**config.mk**
```make
export PLATFORM = sky130hd
export DESIGN_NAME = vmul_req_arbiter_ctrl
export DESIGN_NICKNAME = d
export VERILOG_FILES = /design/src/rtl/vmul_req_arbiter_ctrl.sv
export SDC_FILE = /design/constraint.sdc
export NUM_CORES = 1
export LEC_CHECK = 0
export CAP_MARGIN = 25
export CORE_ASPECT_RATIO = 0.75
export CORE_MARGIN = 3
export CORE_UTILIZATION = 39
export CTS_CLUSTER_DIAMETER = 50
export DETAILED_ROUTE_END_ITERATION = 8
export GPL_ROUTABILITY_DRIVEN = 1
export PLACE_DENSITY = 0.82
export SYNTH_ARGS = -nofsm -noshare
export SYNTH_HDL_FRONTEND = slang
export SYNTH_SLANG_ARGS = --single-unit
```
**constraint.sdc**
```tcl
create_clock -name clk -period 2.4 [get_ports clk]
set_clock_uncertainty 0.05 [all_clocks]
set_input_delay 0.72 -clock clk [delete_from_list [all_inputs] [get_ports clk]]
set_output_delay 0.72 -clock clk [all_outputs]
set_load 0.005 [all_outputs]
```
**src/rtl/vmul_req_arbiter_ctrl.sv**
```systemverilog
// Round-robin front end sharing one vector-multiplier datapath.
// Optional perf counters: define VMUL_ARB_PERF_CNT_EN.
module vmul_req_arbiter_ctrl #(
  parameter int NUM_REQ = 2,
  parameter int DATA_W  = 32,
  parameter int LATENCY = 2
) (
  input  logic                      clk,
  input  logic                      rst_n,
  input  logic [NUM_REQ-1:0]        req_valid,
  output logic [NUM_REQ-1:0]        req_ready,
  input  logic [2*NUM_REQ-1:0]      req_opcode,
  input  logic [2*NUM_REQ-1:0]      req_precision,
  input  logic [DATA_W*NUM_REQ-1:0] req_a,
  input  logic [DATA_W*NUM_REQ-1:0] req_b,
  output logic                      dp_start,
  output logic [1:0]                dp_opcode,
  output logic [1:0]                dp_precision,
  output logic [DATA_W-1:0]         dp_a,
  output logic [DATA_W-1:0]         dp_b,
  input  logic [DATA_W-1:0]         dp_result,
  output logic [NUM_REQ-1:0]        resp_valid,
  input  logic [NUM_REQ-1:0]        resp_ready,
  output logic [DATA_W-1:0]         resp_data,
  output logic                      resp_err
`ifdef VMUL_ARB_PERF_CNT_EN
  ,
  output logic [32*NUM_REQ-1:0]     perf_grant_cnt,
  output logic [31:0]               perf_stall_cnt
`endif
);

  localparam int ID_W =
    (NUM_REQ > 1) ? $clog2(NUM_REQ) : 1;
  localparam int CNT_W = 4;
  localparam logic [CNT_W-1:0] CNT_INIT =
    CNT_W'(LATENCY - 1);
  localparam logic [ID_W-1:0] RR_INIT =
    ID_W'(NUM_REQ - 1);

  typedef enum logic [1:0] {
    IDLE,
    EXEC,
    RESP
  } state_t;

  state_t           state;
  state_t           state_nxt;
  logic [ID_W-1:0]  rr_last;
  logic [ID_W-1:0]  id;
  logic [ID_W-1:0]  grant_id;
  logic [CNT_W-1:0] cnt;
  logic             grant_any;
  logic [NUM_REQ-1:0] grant;
  logic [1:0]       sel_op;
  logic [1:0]       sel_prec;
  logic [DATA_W-1:0] sel_a;
  logic [DATA_W-1:0] sel_b;
  logic             sel_illegal;

  function automatic int rr_idx(
    input int base,
    input int k
  );
    return (base + k) % NUM_REQ;
  endfunction

  // cyclic priority search starting after rr_last
  always_comb begin
    grant     = '0;
    grant_id  = '0;
    grant_any = 1'b0;
    if (state == IDLE) begin
      for (int k = 1; k <= NUM_REQ; k++) begin
        if (!grant_any &&
            req_valid[rr_idx(int'(rr_last), k)]) begin
          grant_any = 1'b1;
          grant[rr_idx(int'(rr_last), k)] = 1'b1;
          grant_id = ID_W'(rr_idx(int'(rr_last), k));
        end
      end
    end
  end

  assign req_ready = grant;

  // request fields of the granted requester
  always_comb begin
    sel_op   = req_opcode[2*int'(grant_id) +: 2];
    sel_prec = req_precision[2*int'(grant_id) +: 2];
    sel_a    = req_a[DATA_W*int'(grant_id) +: DATA_W];
    sel_b    = req_b[DATA_W*int'(grant_id) +: DATA_W];
    sel_illegal = (sel_prec == 2'b11);
  end

  // state register
  always_ff @(posedge clk or negedge rst_n) begin
    if (!rst_n) begin
      state <= IDLE;
    end else begin
      state <= state_nxt;
    end
  end

  // next-state decode
  always_comb begin
    state_nxt = state;
    unique case (state)
      IDLE: begin
        if (grant_any) begin
          state_nxt = sel_illegal ? RESP : EXEC;
        end
      end
      EXEC: begin
        if (cnt == '0) begin
          state_nxt = RESP;
        end
      end
      RESP: begin
        if (resp_ready[id]) begin
          state_nxt = IDLE;
        end
      end
      default: state_nxt = IDLE;
    endcase
  end

  // capture, latency count and result register
  always_ff @(posedge clk or negedge rst_n) begin
    if (!rst_n) begin
      rr_last      <= RR_INIT;
      id           <= '0;
      cnt          <= '0;
      dp_opcode    <= '0;
      dp_precision <= '0;
      dp_a         <= '0;
      dp_b         <= '0;
      resp_data    <= '0;
      resp_err     <= 1'b0;
    end else begin
      unique case (state)
        IDLE: begin
          if (grant_any) begin
            id           <= grant_id;
            rr_last      <= grant_id;
            dp_opcode    <= sel_op;
            dp_precision <= sel_prec;
            dp_a         <= sel_a;
            dp_b         <= sel_b;
            cnt          <= CNT_INIT;
            resp_data    <= '0;
            resp_err     <= sel_illegal;
          end
        end
        EXEC: begin
          if (cnt == '0) begin
            resp_data <= dp_result;
          end else begin
            cnt <= cnt - CNT_W'(1);
          end
        end
        RESP: begin
          if (resp_ready[id]) begin
            resp_data <= '0;
            resp_err  <= 1'b0;
          end
        end
        default: begin
          cnt <= '0;
        end
      endcase
    end
  end

  assign dp_start = (state == EXEC) &&
                    (cnt == CNT_INIT);

  // response valid routed to the owner only
  always_comb begin
    resp_valid = '0;
    if (state == RESP) begin
      resp_valid[id] = 1'b1;
    end
  end

`ifdef VMUL_ARB_PERF_CNT_EN
  // grant and stall counters, wrapping
  always_ff @(posedge clk or negedge rst_n) begin
    if (!rst_n) begin
      perf_grant_cnt <= '0;
      perf_stall_cnt <= '0;
    end else begin
      if (grant_any) begin
        perf_grant_cnt[32*int'(grant_id) +: 32] <=
          perf_grant_cnt[32*int'(grant_id) +: 32]
          + 32'd1;
      end
      if ((|req_valid) && !(|req_ready)) begin
        perf_stall_cnt <= perf_stall_cnt + 32'd1;
      end
    end
  end
`endif

endmodule

```
==> impl_metrics.json, run 1 <==
{
  "status": "finished clean",
  "synth_seq_cells": 109,
  "cts_buffers": 9,
  "synth_edf_count": 0,
  "timing.fmax_ghz": 0.4348,
  "wl_per_cell_um": 19.06,
  "r2r_cells": 6,
  "htree_levels": 3,
  "netlist.top_cell.by_area": "dfrtp_1",
  "io_buffer_count": 279,
  "worstSetupPathType": "flip-flop to output pin",
  "min_period_ns": 2.300,
  "tns_ns": 0,
  "vdd_ir_drop_max_mv": 0.6323,
  "grt_pass1_wl_um": 29160,
  "fp.dieW_um": 138.0,
  "finalHoldViolations": 0,
  "final_cell_mix": "clkdlybuf4s50_1, dfrtp_1, o21ai_1",
  "startpoint_type": "flip-flop",
  "core_mm2": 0.01252,
  "rsz0062_at_grt": "no",
  "layout_commonest_cell": "clkdlybuf4s50_1",
  "crit_chain": "nand2b_4 > nor2_1 > clkdlybuf4s50_1",
  "drtPass1Iterations": 5,
  "worstSkewPairLatency_ns": 0.34,
  "cts_num_sinks": 109,
  "ios": 280,
  "worst_slew_pin_slew_ns": 0.7769,
  "synth_top_area_frac": 0.5301,
  "overflow": 0,
  "syn_nets": 698,
  "netlist_area_mm2": 0.005099,
  "cts_tree": "yes",
  "grt_start_max_net_pins": 110,
  "cpPeakStageDelay_ns": 0.53,
  "viasPerCell": 5.661,
  "antenna_cells": 0,
  "row_count": 35,
  "drt_iter0_drc": 316,
  "clockBufferDepth": 2,
  "cp.required_ns": 1.63,
  "grt.total_usage": 0.2436,
  "ys_seq_area_frac": 0.5352,
  "p_per_area_mw_per_mm2": 1156,
  "clock-root-buffer": "clkbuf_16",
  "synthCells": 521,
  "maxCapViolCount": 0,
  "drtAntennaViolNets": 0,
  "syn_area_per_cell_um2": 9.786,
  "grt_pass1_vias": 5404,
  "hold_path.class": "input pin to asynchronous set/reset pin",
  "antenna_found_initial": 0,
  "drive_above_1_share": 0.06923,
  "syn_to_final_growth_pct": 65.40,
  "cp_slowest_cell": "clkdlybuf4s50_1",
  "routabilityCongestion": 0.8609,
  "setup_viol": 0,
  "fin_nets": 952,
  "dieArea_mm2": 0.01450,
  "path_clk_slew_ns": 0.08,
  "crit_path_max_fanout": 4,
  "wirelength_um": 18030,
  "start_util": 0.4071,
  "maxSlewHeadroom": 0.4820,
  "fin_util": 0.6733,
  "dp_hpwl_um": 12440,
  "min_period_over_period": 0.9584,
  "synth_warnings": 0,
  "ys.flop_type": "dfrtp_1",
  "synthArstFlopShare": 1.000,
  "via_count": 5355,
  "crit_arrival_ns": 1.53,
  "die_h_um": 105.0,
  "p_leak_nw": 3.461,
  "drc": 0,
  "drv_slew": 0,
  "end_kind": "output pin",
  "synthDistinctLibCells": 37,
  "synth_area_leaders": "dfrtp_1, o31ai_1, o21ai_1, a21oi_1, a32o_1"
}
==> final timing paths <==
| check | from | to | slack [ns] |
|---|---|---|---|
| setup / recovery | state[0]$_DFFE_PN0P_ | resp_valid[0] | 0.1 |
| hold / removal | rst_n | resp_data[24]$_DFFE_PN0P_ | 0.37 |
| setup reg to reg | state[1]$_DFFE_PN0P_ | dp_a[9]$_DFFE_PN0P_ | 0.15 |
| hold reg to reg | dp_a[7]$_DFFE_PN0P_ | dp_a[7]$_DFFE_PN0P_ | 0.44 |
| max in group asynchronous | rst_n | resp_data[10]$_DFFE_PN0P_ | 1.42 |
| min in group clk | dp_a[7]$_DFFE_PN0P_ | dp_a[7]$_DFFE_PN0P_ | 0.44 |
==> registers in the layout (all words and copies together), names as in the netlist <==
register and flops:
dp_a 32, dp_opcode 2, resp_err 1, cnt 4, id 1, rr_last 1, dp_precision 2, state 2
dp_b 32, resp_data 32
==> cell usage after synthesis, types with 2 or more instances <==
cell type	n
dfrtp_1	108
o21ai_1	74
nor2_1	73
a21oi_1	66
o31ai_1	65
clkbuf_1	40
a32o_1	33
buf_1	7
buf_2	5
inv_1	5
mux2i_1	4
buf_6	3
ha_1	3
nand2_1	3
nand2b_1	3
nand3_1	3
a22o_1	2
nor3_1	2
o221ai_1	2
o22ai_1	2
or2_1	2
==> kinds of logic (layout without fill, tap and decap cells) <==
family / after synthesis / count (layout) / synth area share
flops: 109 / 109 / 0.5352
buf+inv: 60 / 319 / 0.04982
simple gates: 93 / 93 / 0.07779
compound gates: 251 / 251 / 0.3198
fa+ha+maj: 3 / 3 / 0.007363
mux: 5 / 5 / 0.01006
==> worst max-delay path, delay by kind of cell (launching register included) <==
family / cells / cell delay (ns)
buf+inv: 1 / 0.53
flops: 1 / 0.42
simple gates: 2 / 0.25
==> cell type report <==
type | count | area [µm²]
timing repair buffer | 298 | 2998
clock buffer | 9 | 225.2
tap | 166 | 207.7
inverter | 5 | 18.77
clock inverter | 7 | 67.56
multi-input combinational | 352 | 2187
sequential | 109 | 2729
fill | 940 | 4091
==> stage by stage <==
step / hold slack [ns] / total power, W / area, µm² / setup slack [ns] / std cells
3_3_place_gp: 0.4228 / 0.008120 / 8107 / -0.4350 / 930
3_5_place_dp: 0.4295 / 0.008307 / 8107 / -0.4365 / 930
5_1_grt: 0.4327 / 0.01041 / 8433 / 0.01289 / 946
2_1_floorplan: 0.3744 / 0.005509 / 5099 / 0.2319 / 521
6_report: 0.3665 / 0.009746 / 8433 / 0.09990 / 946
4_1_cts: 0.4216 / 0.009782 / 8401 / -0.1109 / 946
==> timing repair <==
item                       CTS  global route
hold endpoints to repair     0             0
setup buffers                0             0
hold buffers                 0             0
gates resized for setup      6            10
setup endpoints to repair    3            37
==> routing by layer <==
metal / wire, µm / global-route usage / vias to the layer above
li1: - / - / 2442
met1: 7129 / 0.3002 / 2600
met2: 9052 / 0.4171 / 281
met5: 0 / 0 / -
met4: 412 / 0.06982 / 0
met3: 1439 / 0.07136 / 32
==> report_power, final <==
group	leakage (nW)	internal (W)	total (W)	switching [W]
logic	1.93	0.00270	0.00506	0.00235
clock network	0.145	0.000731	0.00145	0.000716
registers	1.39	0.00272	0.00324	0.000521
total	3.46	0.00616	0.00975	0.00359
(Power assumes the default switching activity.)
==> inputs of run 2 (changes only) <==
--- a/config.mk
+++ b/config.mk
@@ -12,6 +12,7 @@
 export CTS_CLUSTER_DIAMETER = 50
 export DETAILED_ROUTE_END_ITERATION = 8
 export GPL_ROUTABILITY_DRIVEN = 1
+export MAX_ROUTING_LAYER = met4
 export PLACE_DENSITY = 0.82
 export SYNTH_ARGS = -nofsm -noshare
 export SYNTH_HDL_FRONTEND = slang
==> run 2 against run 1 <==
  * Core utilization unchanged
  * Wire length down 0.16%
  * Largest power group unchanged
  * Highest routed layer unchanged
  * Count of clock-buffer cells in the layout unchanged
  * Non-clock buffer count unchanged
  * Final cell count unchanged
  * Clock power about the same
  * Critical path depth unchanged
  * Maximum frequency down 0.16%
  * Sequential power about the same
  * Cell area unchanged
  * Critical endpoint unchanged
  * First-iteration DRC count down 0.32%
==> impl_metrics.json, run 2 (same netlist as run 1, synthesis figures left out) <==
{
  "start_util": 0.4071,
  "final_cell_mix": "clkdlybuf4s50_1, dfrtp_1, o21ai_1",
  "io_buffer_count": 279,
  "cts.hold.buffers_added": 0,
  "crit_arrival_ns": 1.53,
  "grt_pass1_wl_um": 29120,
  "place_area_mm2": 0.008107,
  "fin_nets": 952,
  "cts_num_sinks": 109,
  "setup_viol": 0,
  "p_per_area_mw_per_mm2": 1156,
  "min_period_ns": 2.304,
  "core_mm2": 0.01252,
  "min_period_over_period": 0.9599,
  "startpoint": "state[0]$_DFFE_PN0P_",
  "antenna_cells": 0,
  "path_clk_slew_ns": 0.07,
  "cts_tree": "yes",
  "ios": 280,
  "dp_hpwl_um": 12440,
  "p_leak_nw": 3.461,
  "grt_pass1_vias": 5417,
  "fin_util": 0.6733,
  "worstSetupPathType": "flip-flop to output pin",
  "drv_slew": 0,
  "hold_path.class": "input pin to asynchronous set/reset pin",
  "grt_start_max_net_pins": 110,
  "cp.required_ns": 1.63,
  "drtAntennaViolNets": 0,
  "drtPass1Iterations": 5,
  "maxCapViolCount": 0,
  "wirelength_um": 18010,
  "dieArea_mm2": 0.01450,
  "syn_to_final_growth_pct": 65.40,
  "grt.total_usage": 0.2507,
  "row_count": 35,
  "crit_path_max_fanout": 4,
  "tns_ns": 0,
  "routabilityCongestion": 0.8747,
  "htree_levels": 3,
  "finalHoldViolations": 0,
  "via_count": 5338,
  "fp.dieW_um": 138.0,
  "layout_commonest_cell": "clkdlybuf4s50_1",
  "overflow": 0,
  "worstSkewPairLatency_ns": 0.34,
  "status": "finished clean",
  "clock-root-buffer": "clkbuf_16",
  "drt_iter0_drc": 315,
  "viasPerCell": 5.643,
  "timing.fmax_ghz": 0.4341,
  "drc": 0,
  "final_cell_area_mm2": 0.008433,
  "die_h_um": 105.0,
  "r2r-start": "state[1]$_DFFE_PN0P_",
  "drive_above_1_share": 0.06923,
  "antenna_found_initial": 0,
  "rsz0062_at_grt": "no",
  "startpoint_type": "flip-flop",
  "maxSlewHeadroom": 0.4866,
  "holdWs_ns": 0.3885,
  "cts_buffers": 9,
  "clockBufferDepth": 2,
  "vdd_ir_drop_max_mv": 0.6333,
  "top_regs": "dp_a (32), dp_b (32), resp_data (32)",
  "cts_setup_buffers": 0,
  "wl_per_cell_um": 19.03,
  "worst_slew_pin_slew_ns": 0.7702,
  "end_kind": "output pin"
}
-- run 2: cell counts in the layout (fill, tap and decap cells not counted) --
No cell type changed its count.
-- run 2: per-layer routing --
metal | part of all wire | routed length (µm) | vias up | global-route usage
li1 | - | - | 2440 | -
met1 | 0.40 | 7126 | 2576 | 0.3020
met2 | 0.50 | 9070 | 294 | 0.4196
met3 | 0.079 | 1429 | 28 | 0.06542
met4 | 0.021 | 380 | 0 | 0.06982
met5 | 0 | 0 | - | -
-- run 2: critical path: stages (launching register included) --
cell	delay [ns]
dfrtp_1	0.42
nand2b_4	0.17
nor2_1	0.09
clkdlybuf4s50_1	0.52
-- run 2: cell type report --
type	count	area (µm²)
Clock buffer	9	225.2
Tap cell	166	207.7
Fill cell	940	4091
Clock inverter	7	67.56
Timing Repair Buffer	298	2998
Inverter	5	18.77
Sequential cell	109	2729
Multi-Input combinational cell	352	2187
-- run 2: final timing paths --
| check | endpoint | slack (ns) | depth (start not counted) |
|---|---|---|---|
| setup / recovery | resp_valid[0] | 0.1 | 3 |
| min in group clk | dp_a[7]$_DFFE_PN0P_ | 0.44 | 2 |
| hold reg to reg | dp_a[7]$_DFFE_PN0P_ | 0.44 | 2 |
| max in group asynchronous | dp_b[24]$_DFFE_PN0P_ | 1.46 | 2 |
| hold / removal | resp_data[24]$_DFFE_PN0P_ | 0.39 | 2 |
| setup reg to reg | dp_a[9]$_DFFE_PN0P_ | 0.15 | 6 |
-- run 2: power by group --
part | total (W) | switching [W] | leakage (nW) | internal [W]
registers | 0.00324 | 0.000522 | 1.39 | 0.00272
logic | 0.00506 | 0.00235 | 1.93 | 0.00270
clock network | 0.00145 | 0.000717 | 0.145 | 0.000731
-- run 2: through the flow --
stage / cells / worst slack [ns] / total power, W
3_3_place_gp: 930 / -0.4350 / 0.008120
5_1_grt: 946 / 0.01458 / 0.01041
3_5_place_dp: 930 / -0.4365 / 0.008307
4_1_cts: 946 / -0.1109 / 0.009782
2_1_floorplan: 521 / 0.2319 / 0.005509
6_report: 946 / 0.09620 / 0.009750
-- run 2: what timing repair did --
item / 4_1_cts / 5_1_grt
endpoints found under the hold margin: 0 / 0
endpoints found under the setup margin: 3 / 39
pin swaps: 0 / 0
gates resized for setup: 6 / 10
==> inputs of run 3 (changes only) <==
--- a/config.mk
+++ b/config.mk
@@ -5,13 +5,15 @@
 export SDC_FILE = /design/constraint.sdc
 export NUM_CORES = 1
 export LEC_CHECK = 0
-export CAP_MARGIN = 25
+export ABC_CLOCK_PERIOD_IN_PS = 2400
+export CAP_MARGIN = 20
 export CORE_ASPECT_RATIO = 0.75
 export CORE_MARGIN = 3
 export CORE_UTILIZATION = 39
 export CTS_CLUSTER_DIAMETER = 50
 export DETAILED_ROUTE_END_ITERATION = 8
 export GPL_ROUTABILITY_DRIVEN = 1
+export HOLD_SLACK_MARGIN = 0.15
 export MAX_ROUTING_LAYER = met4
 export PLACE_DENSITY = 0.82
 export SYNTH_ARGS = -nofsm -noshare
==> results of run 3 <==
The final DEF is identical to that of run 2; final timing and power are the same.
